==> config.mk <==
export PLATFORM = sky130hd
export DESIGN_NAME = touch_key_scheduler
export DESIGN_NICKNAME = d
export VERILOG_FILES = /design/src/rtl/touch_key_scheduler_pkg.sv /design/src/rtl/touch_key_scheduler_key_fifo.sv /design/src/rtl/touch_key_scheduler.sv
export SDC_FILE = /design/constraint.sdc
export NUM_CORES = 1
export LEC_CHECK = 0
export ABC_AREA = 1
export ABC_CLOCK_PERIOD_IN_PS = 1900
export CAP_MARGIN = 40
export CORE_MARGIN = 5
export CORE_UTILIZATION = 40
export CTS_BUF_LIST = sky130_fd_sc_hd__clkbuf_2 sky130_fd_sc_hd__clkbuf_4 sky130_fd_sc_hd__clkbuf_8
export DETAILED_ROUTE_END_ITERATION = 6
export GPL_ROUTABILITY_DRIVEN = 1
export PLACE_DENSITY_LB_ADDON = 0.1
export REMOVE_ABC_BUFFERS = 1
export SETUP_SLACK_MARGIN = 0.5
export SYNTH_ARGS = -nofsm -noshare
export SYNTH_HDL_FRONTEND = slang
export SYNTH_SLANG_ARGS = --single-unit
==> constraint.sdc <==
create_clock -name clk -period 1.9 [get_ports clk]
set_input_delay 0.38 -clock clk [delete_from_list [all_inputs] [get_ports clk]]
set_output_delay 0.38 -clock clk [all_outputs]
set_load 0.02 [all_outputs]
==> src/rtl/touch_key_scheduler_pkg.sv <==
// rtl/touch_key_scheduler_pkg.sv - key codes, touch region bounds and press FSM encoding
package touch_key_scheduler_pkg;

  localparam logic [3:0] KEY_NONE     = 4'd0;
  localparam logic [3:0] KEY_PROD_1   = 4'd1;
  localparam logic [3:0] KEY_PROD_8   = 4'd8;
  localparam logic [3:0] KEY_CONFIRM  = 4'd9;
  localparam logic [3:0] KEY_CANCEL   = 4'd10;
  localparam logic [3:0] KEY_COIN_1J  = 4'd11;
  localparam logic [3:0] KEY_COIN_5J  = 4'd12;
  localparam logic [3:0] KEY_COIN_5Y  = 4'd13;
  localparam logic [3:0] KEY_COIN_10Y = 4'd14;

  localparam int          PROD_COLS     = 4;
  localparam logic [15:0] PROD_X_LO     = 16'd40;
  localparam logic [15:0] PROD_X_PITCH  = 16'd80;
  localparam logic [15:0] ROW0_Y_LO     = 16'd40;
  localparam logic [15:0] ROW0_Y_HI     = 16'd119;
  localparam logic [15:0] ROW1_Y_LO     = 16'd120;
  localparam logic [15:0] ROW1_Y_HI     = 16'd199;
  localparam logic [15:0] CONFIRM_X_LO  = 16'd40;
  localparam logic [15:0] CONFIRM_X_HI  = 16'd199;
  localparam logic [15:0] CANCEL_X_LO   = 16'd200;
  localparam logic [15:0] CANCEL_X_HI   = 16'd359;
  localparam logic [15:0] CMD_Y_LO      = 16'd380;
  localparam logic [15:0] CMD_Y_HI      = 16'd419;
  localparam logic [15:0] COIN_X_LO     = 16'd420;
  localparam logic [15:0] COIN_X_HI     = 16'd499;
  localparam logic [15:0] COIN_1J_Y_LO  = 16'd375;
  localparam logic [15:0] COIN_1J_Y_HI  = 16'd394;
  localparam logic [15:0] COIN_5J_Y_LO  = 16'd395;
  localparam logic [15:0] COIN_5J_Y_HI  = 16'd414;
  localparam logic [15:0] COIN_5Y_Y_LO  = 16'd415;
  localparam logic [15:0] COIN_5Y_Y_HI  = 16'd434;
  localparam logic [15:0] COIN_10Y_Y_LO = 16'd435;
  localparam logic [15:0] COIN_10Y_Y_HI = 16'd454;

  typedef enum logic [1:0] {
    ST_IDLE,
    ST_PRESS_DB,
    ST_HELD,
    ST_REL_DB
  } press_state_t;

  function automatic logic in_range(input logic [15:0] v, input logic [15:0] lo,
                                    input logic [15:0] hi);
    return (v >= lo) && (v <= hi);
  endfunction

  // Product column hit as 1..PROD_COLS, or 0 when X is outside every column.
  function automatic logic [2:0] prod_col(input logic [15:0] x);
    logic [2:0] col;
    col = 3'd0;
    for (int c = PROD_COLS - 1; c >= 0; c--) begin
      if (in_range(x, PROD_X_LO + 16'(c) * PROD_X_PITCH,
                   PROD_X_LO + 16'(c + 1) * PROD_X_PITCH - 16'd1))
        col = 3'(c + 1);
    end
    return col;
  endfunction

endpackage

==> src/rtl/touch_key_scheduler_key_fifo.sv <==
// rtl/touch_key_scheduler_key_fifo.sv - first-word-fall-through key event queue
module key_fifo
  import touch_key_scheduler_pkg::*;
#(
  parameter int DEPTH = 4,
  parameter int WIDTH = 4,
  parameter int LW    = $clog2(DEPTH) + 1
) (
  input  logic             clk,
  input  logic             rst,
  input  logic             push,
  input  logic [WIDTH-1:0] push_data,
  input  logic             pop_ready,
  output logic [WIDTH-1:0] head_data,
  output logic             head_valid,
  output logic [LW-1:0]    level,
  output logic             drop
);

  localparam int AW = $clog2(DEPTH);

  logic [WIDTH-1:0] mem [DEPTH];
  logic [AW-1:0]    wr_ptr;
  logic [AW-1:0]    rd_ptr;
  logic             full;
  logic             do_pop;
  logic             do_push;

  assign head_valid = (level != '0);
  assign full       = (level == LW'(DEPTH));
  assign do_pop     = pop_ready && head_valid;
  // A full queue still accepts a write when the head leaves on the same edge.
  assign do_push    = push && (!full || do_pop);
  assign drop       = push && full && !do_pop;
  assign head_data  = head_valid ? mem[rd_ptr] : '0;

  always_ff @(posedge clk) begin
    if (do_push)
      mem[wr_ptr] <= push_data;
  end

  always_ff @(posedge clk or posedge rst) begin
    if (rst) begin
      wr_ptr <= '0;
      rd_ptr <= '0;
      level  <= '0;
    end else begin
      if (do_push)
        wr_ptr <= wr_ptr + AW'(1);
      if (do_pop)
        rd_ptr <= rd_ptr + AW'(1);
      case ({do_push, do_pop})
        2'b10:   level <= level + LW'(1);
        2'b01:   level <= level - LW'(1);
        default: level <= level;
      endcase
    end
  end

endmodule

==> src/rtl/touch_key_scheduler.sv <==
// rtl/touch_key_scheduler.sv - touch coordinate decode, press debounce and key event queue
module touch_key_scheduler
  import touch_key_scheduler_pkg::*;
#(
  parameter int DEBOUNCE_CYC = 4,
  parameter int FIFO_DEPTH   = 4
) (
  input  logic        clk,
  input  logic        rst,
  input  logic        touch_valid,
  input  logic [31:0] data,
  output logic [3:0]  key_code,
  output logic        key_valid,
  input  logic        key_ready,
  output logic        busy,
  output logic [2:0]  fifo_level,
  output logic [7:0]  drop_cnt
);

  localparam int CW = $clog2(DEBOUNCE_CYC + 1);
  localparam int LW = $clog2(FIFO_DEPTH) + 1;
  localparam logic [CW-1:0] CNT_LAST = CW'(DEBOUNCE_CYC - 1);

  logic [15:0]  x;
  logic [15:0]  y;
  logic [2:0]   col;
  logic [3:0]   decoded;
  press_state_t state;
  logic [CW-1:0] cnt;
  logic [3:0]   cand_key;
  logic         push;
  logic         drop;
  logic [LW-1:0] level;

  assign x   = data[31:16];
  assign y   = data[15:0];
  assign col = prod_col(x);

  always_comb begin
    decoded = KEY_NONE;
    if (col != 3'd0 && in_range(y, ROW0_Y_LO, ROW0_Y_HI))
      decoded = 4'(col);
    else if (col != 3'd0 && in_range(y, ROW1_Y_LO, ROW1_Y_HI))
      decoded = 4'(col) + 4'd4;
    else if (in_range(x, CONFIRM_X_LO, CONFIRM_X_HI) && in_range(y, CMD_Y_LO, CMD_Y_HI))
      decoded = KEY_CONFIRM;
    else if (in_range(x, CANCEL_X_LO, CANCEL_X_HI) && in_range(y, CMD_Y_LO, CMD_Y_HI))
      decoded = KEY_CANCEL;
    else if (in_range(x, COIN_X_LO, COIN_X_HI)) begin
      if (in_range(y, COIN_1J_Y_LO, COIN_1J_Y_HI))        decoded = KEY_COIN_1J;
      else if (in_range(y, COIN_5J_Y_LO, COIN_5J_Y_HI))   decoded = KEY_COIN_5J;
      else if (in_range(y, COIN_5Y_Y_LO, COIN_5Y_Y_HI))   decoded = KEY_COIN_5Y;
      else if (in_range(y, COIN_10Y_Y_LO, COIN_10Y_Y_HI)) decoded = KEY_COIN_10Y;
    end
  end

  // The push lands on the same edge the FSM enters HELD, so no extra latency.
  assign push = touch_valid && (decoded != KEY_NONE) &&
                ((state == ST_PRESS_DB && decoded == cand_key && cnt == CNT_LAST) ||
                 (state == ST_IDLE && DEBOUNCE_CYC <= 1));

  always_ff @(posedge clk or posedge rst) begin
    if (rst) begin
      state    <= ST_IDLE;
      cnt      <= '0;
      cand_key <= KEY_NONE;
    end else begin
      unique case (state)
        ST_IDLE: begin
          if (touch_valid) begin
            cand_key <= decoded;
            cnt      <= CW'(1);
            state    <= (DEBOUNCE_CYC <= 1) ? ST_HELD : ST_PRESS_DB;
          end
        end
        ST_PRESS_DB: begin
          if (!touch_valid) begin
            state <= ST_IDLE;
            cnt   <= '0;
          end else if (decoded != cand_key) begin
            cand_key <= decoded;
            cnt      <= CW'(1);
          end else if (cnt == CNT_LAST) begin
            cnt   <= cnt + CW'(1);
            state <= ST_HELD;
          end else begin
            cnt <= cnt + CW'(1);
          end
        end
        ST_HELD: begin
          if (!touch_valid) begin
            cnt   <= CW'(1);
            state <= (DEBOUNCE_CYC <= 1) ? ST_IDLE : ST_REL_DB;
          end
        end
        ST_REL_DB: begin
          if (touch_valid) begin
            state <= ST_HELD;
          end else if (cnt == CNT_LAST) begin
            cnt   <= '0;
            state <= ST_IDLE;
          end else begin
            cnt <= cnt + CW'(1);
          end
        end
        default: state <= ST_IDLE;
      endcase
    end
  end

  always_ff @(posedge clk or posedge rst) begin
    if (rst)
      drop_cnt <= 8'd0;
    else if (drop && drop_cnt != 8'hFF)
      drop_cnt <= drop_cnt + 8'd1;
  end

  key_fifo #(
    .DEPTH(FIFO_DEPTH),
    .WIDTH(4),
    .LW   (LW)
  ) u_key_fifo (
    .clk       (clk),
    .rst       (rst),
    .push      (push),
    .push_data (cand_key),
    .pop_ready (key_ready),
    .head_data (key_code),
    .head_valid(key_valid),
    .level     (level),
    .drop      (drop)
  );

  assign busy       = (state != ST_IDLE);
  assign fifo_level = 3'(level);

endmodule

* After elaboration in Yosys (flattened, before gate mapping)
Memory sizes are Yosys's and may differ from the RTL's.
Index checks and enable logic that the tools add are counted.
** Cells by class
- Add/subtract/negate cells :: 7
- Magnitude comparators :: 24
- Equality and inequality tests :: 18
- Mux-type cells :: 36
- Reduce and logical (&&, ||, !) cells :: 40
** Operators with widths (count)
- <= comparator 16 x 9 -> 1 bit (second input constant) :: 8
- >= comparator 16 x 9 -> 1 bit (second input constant) :: 7
- two-way mux 4 bit :: 13
- >= comparator 16 x 6 -> 1 bit (second input constant) :: 2
- >= comparator 16 x 7 -> 1 bit (second input constant) :: 2
- <= comparator 16 x 7 -> 1 bit (second input constant) :: 2
- <= comparator 16 x 8 -> 1 bit (second input constant) :: 2
- two-way mux 3 bit :: 10
- logical AND 1 bit :: 27
- >= comparator 16 x 8 -> 1 bit (second input constant) :: 1
- two-way mux 2 bit :: 7
- one-hot mux 3 bit (4 select lines) :: 1
- adder 8 x 1 -> 8 bit (second input constant) :: 1
- != test 2 bit (second input constant) :: 4
- != test 8 bit (second input constant) :: 1
- one-hot mux 2 bit (4 select lines) :: 1
- one-hot mux 4 bit (2 select lines) :: 1
- adder 3 x 1 -> 3 bit (second input constant) :: 2
- equality test 2 bit (second input constant) :: 3
- != test 3 bit (second input constant) :: 2
- one-hot mux 3 bit (2 select lines) :: 1
- nonzero test 2 bit :: 3
- nonzero test 3 bit :: 2
- AND reduction 5 bit :: 1
- other kinds (17) :: 21
** Word-level totals
- Register bits :: 24
- RAM bits :: 16
- Input port bits :: 36
- Output and inout bits :: 17
- Word-level logic and storage cells :: 133
- Memories kept :: 1
** Memory list
- u_key_fifo.mem :: words 4, bits a word 4, rd ports 1, clocked after memory_dff 0, write ports 1, line touch_key_scheduler_key_fifo.sv:22 : logic [WIDTH-1:0] mem [DEPTH];

* Depth between registers and ports, before layout
- Word-level depth :: 18
- Mapped depth :: 27
- Depth with buffers taken out :: 27

* Modules after synthesis
Synthesis repeated with hierarchy kept, for this count alone.
** Second synthesis, totals
- Cells, all modules :: 476
- Area total of the unflattened synthesis :: 3298.2 µm²
** Modules (own cells, without submodules)
- touch_key_scheduler :: instances 1, cells each 370, area an instance 2185.8 µm², seq. area each 425.4 µm²
- key_fifo :: instances 1, cells each 106, area an instance 1112.3 µm², seq. area each 655.6 µm²

* Worst setup path before layout
OpenSTA, ideal clock, no wires.
- Path type :: input to register
- Start point :: input port data[29]
- End point :: register u_key_fifo.level[2]
- Library setup time :: 0.113 ns
- Arrival :: 2.575 ns
- Required time :: 1.787 ns
- Setup slack :: -0.788 ns
- Cell stages on the path :: 23
- Buffers on the path :: 0
- Path through :: nor2_1 > nand2_2 > nor2_2 > nand3_1 > nand3_1 > nand2_2 > nand2_4 > nand3_2 > nand2_1 > inv_2 > nand3_1 > nand3_2 > nor2_4 > nand2_1 > nand2_2 > inv_1 > fa_1 > inv_1 > nand2_1 > nand2_1 > nand2_1 > nand2_1 > inv_1
** On the way
- Longest elaborated chain between the ends :: 17
- Elaborated cells between the ends (all ways) :: 43
** RTL lines
- from (decl) :: line touch_key_scheduler.sv:11 : input logic [31:0] data,
- parallel branches: the longest is 9 deep, another holds >= comparator 16 x 9 -> 1 bit
- two-way mux 4 bit * :: line touch_key_scheduler.sv:41 : if (col != 3'd0 && in_range(y, ROW0_Y_LO, ROW0_Y_HI))
- equality test 4 bit :: line touch_key_scheduler.sv:59 : ((state == ST_PRESS_DB && decoded == cand_key && cnt == CNT_LAST) ||
- logical AND 1 bit (2 in a row) :: line touch_key_scheduler.sv:59
- logical AND 1 bit * :: line touch_key_scheduler.sv:58 : assign push = touch_valid && (decoded != KEY_NONE) &&
- logical AND 1 bit * :: line touch_key_scheduler_key_fifo.sv:33 : assign do_push = push && (!full || do_pop);
- equality test 2 x 1 -> 1 bit / equality test 2 bit (equally long branches) :: line touch_key_scheduler_key_fifo.sv:52 : case ({do_push, do_pop})
- one-hot mux 3 bit (2 select lines) / nonzero test 2 bit (equally long branches)
- to (signal assigned) :: line touch_key_scheduler_key_fifo.sv:53 : 2'b10: level <= level + LW'(1);
- to (signal assigned) :: line touch_key_scheduler_key_fifo.sv:54 : 2'b01: level <= level - LW'(1);
- to (signal assigned) :: line touch_key_scheduler_key_fifo.sv:55 : default: level <= level;
- to (decl) :: line touch_key_scheduler_key_fifo.sv:16 : output logic [LW-1:0] level,
Mark *: on every way between the ends.
A chain may end at the register's enable or synchronous reset.

* Final worst setup path
- Start point :: input port data[10]
- End point :: register u_key_fifo.level[2]
** On the way
- Longest elaborated chain between the ends :: 18
- Elaborated cells between the ends (all ways) :: 45
** RTL lines
- >= comparator 16 x 9 -> 1 bit / <= comparator 16 x 9 -> 1 bit (equally long branches) :: line touch_key_scheduler_pkg.sv:47 : return (v >= lo) && (v <= hi);
- logical AND 1 bit :: line touch_key_scheduler_pkg.sv:47
- two-way mux 4 bit :: line touch_key_scheduler.sv:53 : else if (in_range(y, COIN_10Y_Y_LO, COIN_10Y_Y_HI)) decoded = KEY_COIN_10Y;
- two-way mux 4 bit :: line touch_key_scheduler.sv:52 : else if (in_range(y, COIN_5Y_Y_LO, COIN_5Y_Y_HI)) decoded = KEY_COIN_5Y;
- two-way mux 4 bit :: line touch_key_scheduler.sv:51 : else if (in_range(y, COIN_5J_Y_LO, COIN_5J_Y_HI)) decoded = KEY_COIN_5J;
- two-way mux 4 bit :: line touch_key_scheduler.sv:50 : if (in_range(y, COIN_1J_Y_LO, COIN_1J_Y_HI)) decoded = KEY_COIN_1J;
- two-way mux 4 bit :: line touch_key_scheduler.sv:49 : else if (in_range(x, COIN_X_LO, COIN_X_HI)) begin
- two-way mux 4 bit :: line touch_key_scheduler.sv:47 : else if (in_range(x, CANCEL_X_LO, CANCEL_X_HI) && in_range(y, CMD_Y_LO, CMD_Y_HI))
- two-way mux 4 bit :: line touch_key_scheduler.sv:45 : else if (in_range(x, CONFIRM_X_LO, CONFIRM_X_HI) && in_range(y, CMD_Y_LO, CMD_Y_HI))
- two-way mux 4 bit :: line touch_key_scheduler.sv:43 : else if (col != 3'd0 && in_range(y, ROW1_Y_LO, ROW1_Y_HI))
- two-way mux 4 bit * :: line touch_key_scheduler.sv:41
- equality test 4 bit :: line touch_key_scheduler.sv:59
- logical AND 1 bit (2 in a row) :: line touch_key_scheduler.sv:59
- logical AND 1 bit * :: line touch_key_scheduler.sv:58
- logical AND 1 bit * :: line touch_key_scheduler_key_fifo.sv:33
- equality test 2 x 1 -> 1 bit / equality test 2 bit (equally long branches) :: line touch_key_scheduler_key_fifo.sv:52
- one-hot mux 3 bit (2 select lines) / nonzero test 2 bit (equally long branches)
Every way passes the cells marked *; elsewhere a longest branch is shown, timed or not.

==> reports/metrics.yaml <==
synth_edf_count: 16
area_delta_synth_final_pct: 56.9
status: "finished, violations left"
synthTopCellsByArea: "dfrtp_1, nand2_1, edfxtp_1"
synth_seq_area_share: 0.336
power_mw: 3.68
worstPathRequired_ns: 2.09
dp_slack_ns: -1.48
period_needed_ns: 2.48
crit_cells: 25
antenna_found_initial: 0
root_buffer: "clkbuf_8"
hold_path_class: "in2async"
grt_util_met2: 0.308
synth-xor-area-share: 0.0218
r2r_start: "cnt[0]$_DFFE_PP0P_"
netlist_instances: 467
final_util: 0.649
fmax_ghz: 0.403
cts_tree: "yes"
synthDistinctLibCells: 38
p_seq_frac: 0.296
drv_cap: 0
cts.sinks: 40
ctsHoldBuffers: 0
start_util: 0.414
hold_ws_ns: 0.438
setup-violations-final: 38
io_buffers: 52
ys_ff_latch: 40
grt_pass1_vias: 3340
r2r-end: "u_key_fifo.level[2]$_DFFE_PP0P_"
layout.nets: 655
synth_most_common_cell: "nand2_1"
cellLeakagePower_nw: 2.47
detail-route-antenna-nets: 0
max-slew-margin-rel: 0.786
grt_usage: 0.174
rows: 32
drv_slew: 0
synth_compound_area_frac: 0.0888
crit_fanout: 3
viasPerCell: 4.82
use_met1: 0.226
switchingPower_mw: 1.31
yosysTopAreaCell: "dfrtp_1"
chipHeight_um: 99.6
arrival_ns: 2.67
synthesis.area_mm2: 0.00321
crit_family: "simple AND/OR/NAND/NOR gates"
pin_count: 53
met3_usage: 0.0281
cts.htree.levels: 2
clk_path_buf_depth: 2
vias: 3433
p_per_area_mw_per_mm2: 730
dpl.hpwl_um: 6190
async_reset_ff_frac: 0.600
path_buf_inv: 5
clk_latency_ns: 0.29
yosys.area_share.simple: 0.426
grt_max_degree: 25
dr.first_iter.drc_count: 80
yosysTopAreaCellShare: 0.187
dieArea_mm2: 0.00993
synth_top_family_by_area: "simple AND/OR/NAND/NOR gates"
synthAdderAreaFrac: 0.0374
gp_congestion: 0.898
grt_busiest_layer: "met2"
syn_avg_cell_area_um2: 6.88
path_class: "in2reg"
skew_ns: 0.00995
hold_viol: 0
crit_slowest_cell: "fa_2"
clkPwrFrac: 0.219
crit_top_cell: "nand2_2"
core_mm2: 0.00777
r2r_slack_ns: 0.07
worst_slew_pin_slew_ns: 0.322
combPwrFrac: 0.485
finalWorstSetupSlack_ns: -0.583
vdd_ir_drop_max_mv: 0.759
startpoint_type: "input pin"
period_share: 1.31
routedWlPerCell_um: 11.8
overflow: 0
r2r.worst_path.cells: 14
drive_gt1_frac: 0.467
yosysWarningCount: 0
drc_errors: 0
num_antenna_cells: 0
grt_first_pass_wirelength_um: 14500
cp-end-kind: "flop"
clk_pin_slew_ns: 0.08
swShare: 0.357
violations: "setup timing"
wl_um: 8430
first_pass_iters: 5
max_stage_delay_ns: 0.34
die_w_um: 99.6
synth_ff_type: "dfrtp_1"
yosys-mux-area-fraction: 0
synth_common_cells: "nand2_1, inv_1, nor2_1, nand3_1, dfrtp_1"
internal_power_mw: 2.37
rsz0062_at_grt: "yes"
cts_buffers: 5
-- layout by cell type (no fill, tap or decap), types with 2 or more instances in the layout --
master	n
dfrtp_2	2
xor2_1	5
o21bai_1	2
clkbuf_2	3
bufinv_16	2
ha_1	8
inv_1	47
nor3_4	3
nor2_4	25
inv_2	18
nand2_1	109
nor2_1	32
buf_6	29
nand2_8	2
o21ai_1	15
nand3b_1	2
a21oi_2	3
nor3_1	4
xnor2_1	2
nand2_4	6
buf_2	20
nand2_2	30
clkdlybuf4s50_1	3
o21ai_0	6
dlygate4sd2_1	4
edfxtp_1	16
clkdlybuf4s15_2	6
nor2_2	17
a21oi_4	2
o21ai_2	4
dfrtp_1	22
buf_4	73
inv_4	5
nand3_2	16
nand3_1	30
clkbuf_8	5
nand4_1	7
nor3_2	3
a21oi_1	6
-- worst max-delay path by stage --
stage | to | startpoint | slack, ns
after floorplan | u_key_fifo.level[2]$_DFFE_PP0P_ | data[29] | -0.79
after global placement | u_key_fifo.level[2]$_DFFE_PP0P_ | data[7] | -1.45
after detailed placement | u_key_fifo.level[2]$_DFFE_PP0P_ | data[7] | -1.48
after CTS | u_key_fifo.level[2]$_DFFE_PP0P_ | data[26] | -0.60
after global routing | u_key_fifo.level[2]$_DFFE_PP0P_ | data[4] | -0.76
final | u_key_fifo.level[2]$_DFFE_PP0P_ | data[10] | -0.58
-- timing repair --
item                                    CTS  global route
buffers inserted                         23             7
endpoints found under the setup margin   56            52
pin swaps                                69            47
cloned                                    0             0
resized for setup                       287            74
-- worst register-to-register path, cell delays in order (launching register included) --
cell and delay (ns):
dfrtp_1 0.35, ha_1 0.18, ha_1 0.18, nand2_1 0.08, nor2_2 0.12, nand2_2 0.09
nand2_2 0.07, inv_2 0.04, fa_2 0.34, inv_2 0.06, nand2_2 0.04, nand2_1 0.05
nand2_1 0.04, nand2_1 0.05, inv_1 0.03
-- state kept, by name (all words and copies together), names as in the netlist, named ones only --
register,flops
u_key_fifo.level,3
cnt,3
u_key_fifo.rd_ptr,2
drop_cnt,8
u_key_fifo.mem,16
state,1
u_key_fifo.wr_ptr,2
cand_key,4
-- per-layer routing --
metal  wire, um  part of all wire
met5          0                 0
met4         39            0.0046
met3        283             0.034
met2       4320              0.51
met1       3780              0.45
-- kinds of logic (layout without fill, tap and decap cells) --
| logic type | after synthesis | count (layout) |
|---|---|---|
| AND/OR/NAND/NOR | 289 | 289 |
| buffers and inverters | 74 | 217 |
| AO/OA/AOI/OAI | 47 | 47 |
| flip-flops | 40 | 40 |
| adder cells (fa/ha/maj) | 9 | 9 |
| XOR/XNOR | 8 | 8 |
-- layout make-up --
type | count | area (um^2)
Clock buffer | 5 | 68.8
Sequential cell | 40 | 1080
Inverter | 71 | 284
Tap cell | 102 | 128
Fill cell | 696 | 2730
Clock inverter | 2 | 60.1
Multi-Input combinational cell | 353 | 2290
Timing Repair Buffer | 139 | 1130
-- through the flow --
stage	cell area (um^2)	std cells	TNS [ns]
after floorplan	3190	464	-16.85
after global placement	4270	675	-46.31
after detailed placement	4270	675	-46.70
after CTS	4800	705	-16.23
after global routing	5040	712	-22.64
final	5040	712	-16.73
-- power by group through the flow --
stage                     combinational [mW]  clock [mW]  sequential, mW
after global placement                  1.44           0            1.10
final                                   1.78       0.806            1.09
after floorplan                        0.727           0            1.16
after CTS                               1.67       0.828            1.08
after global routing                    1.97       0.873            1.10
after detailed placement                1.45           0            1.10
No activity file was read; power rests on OpenSTA's default activity.
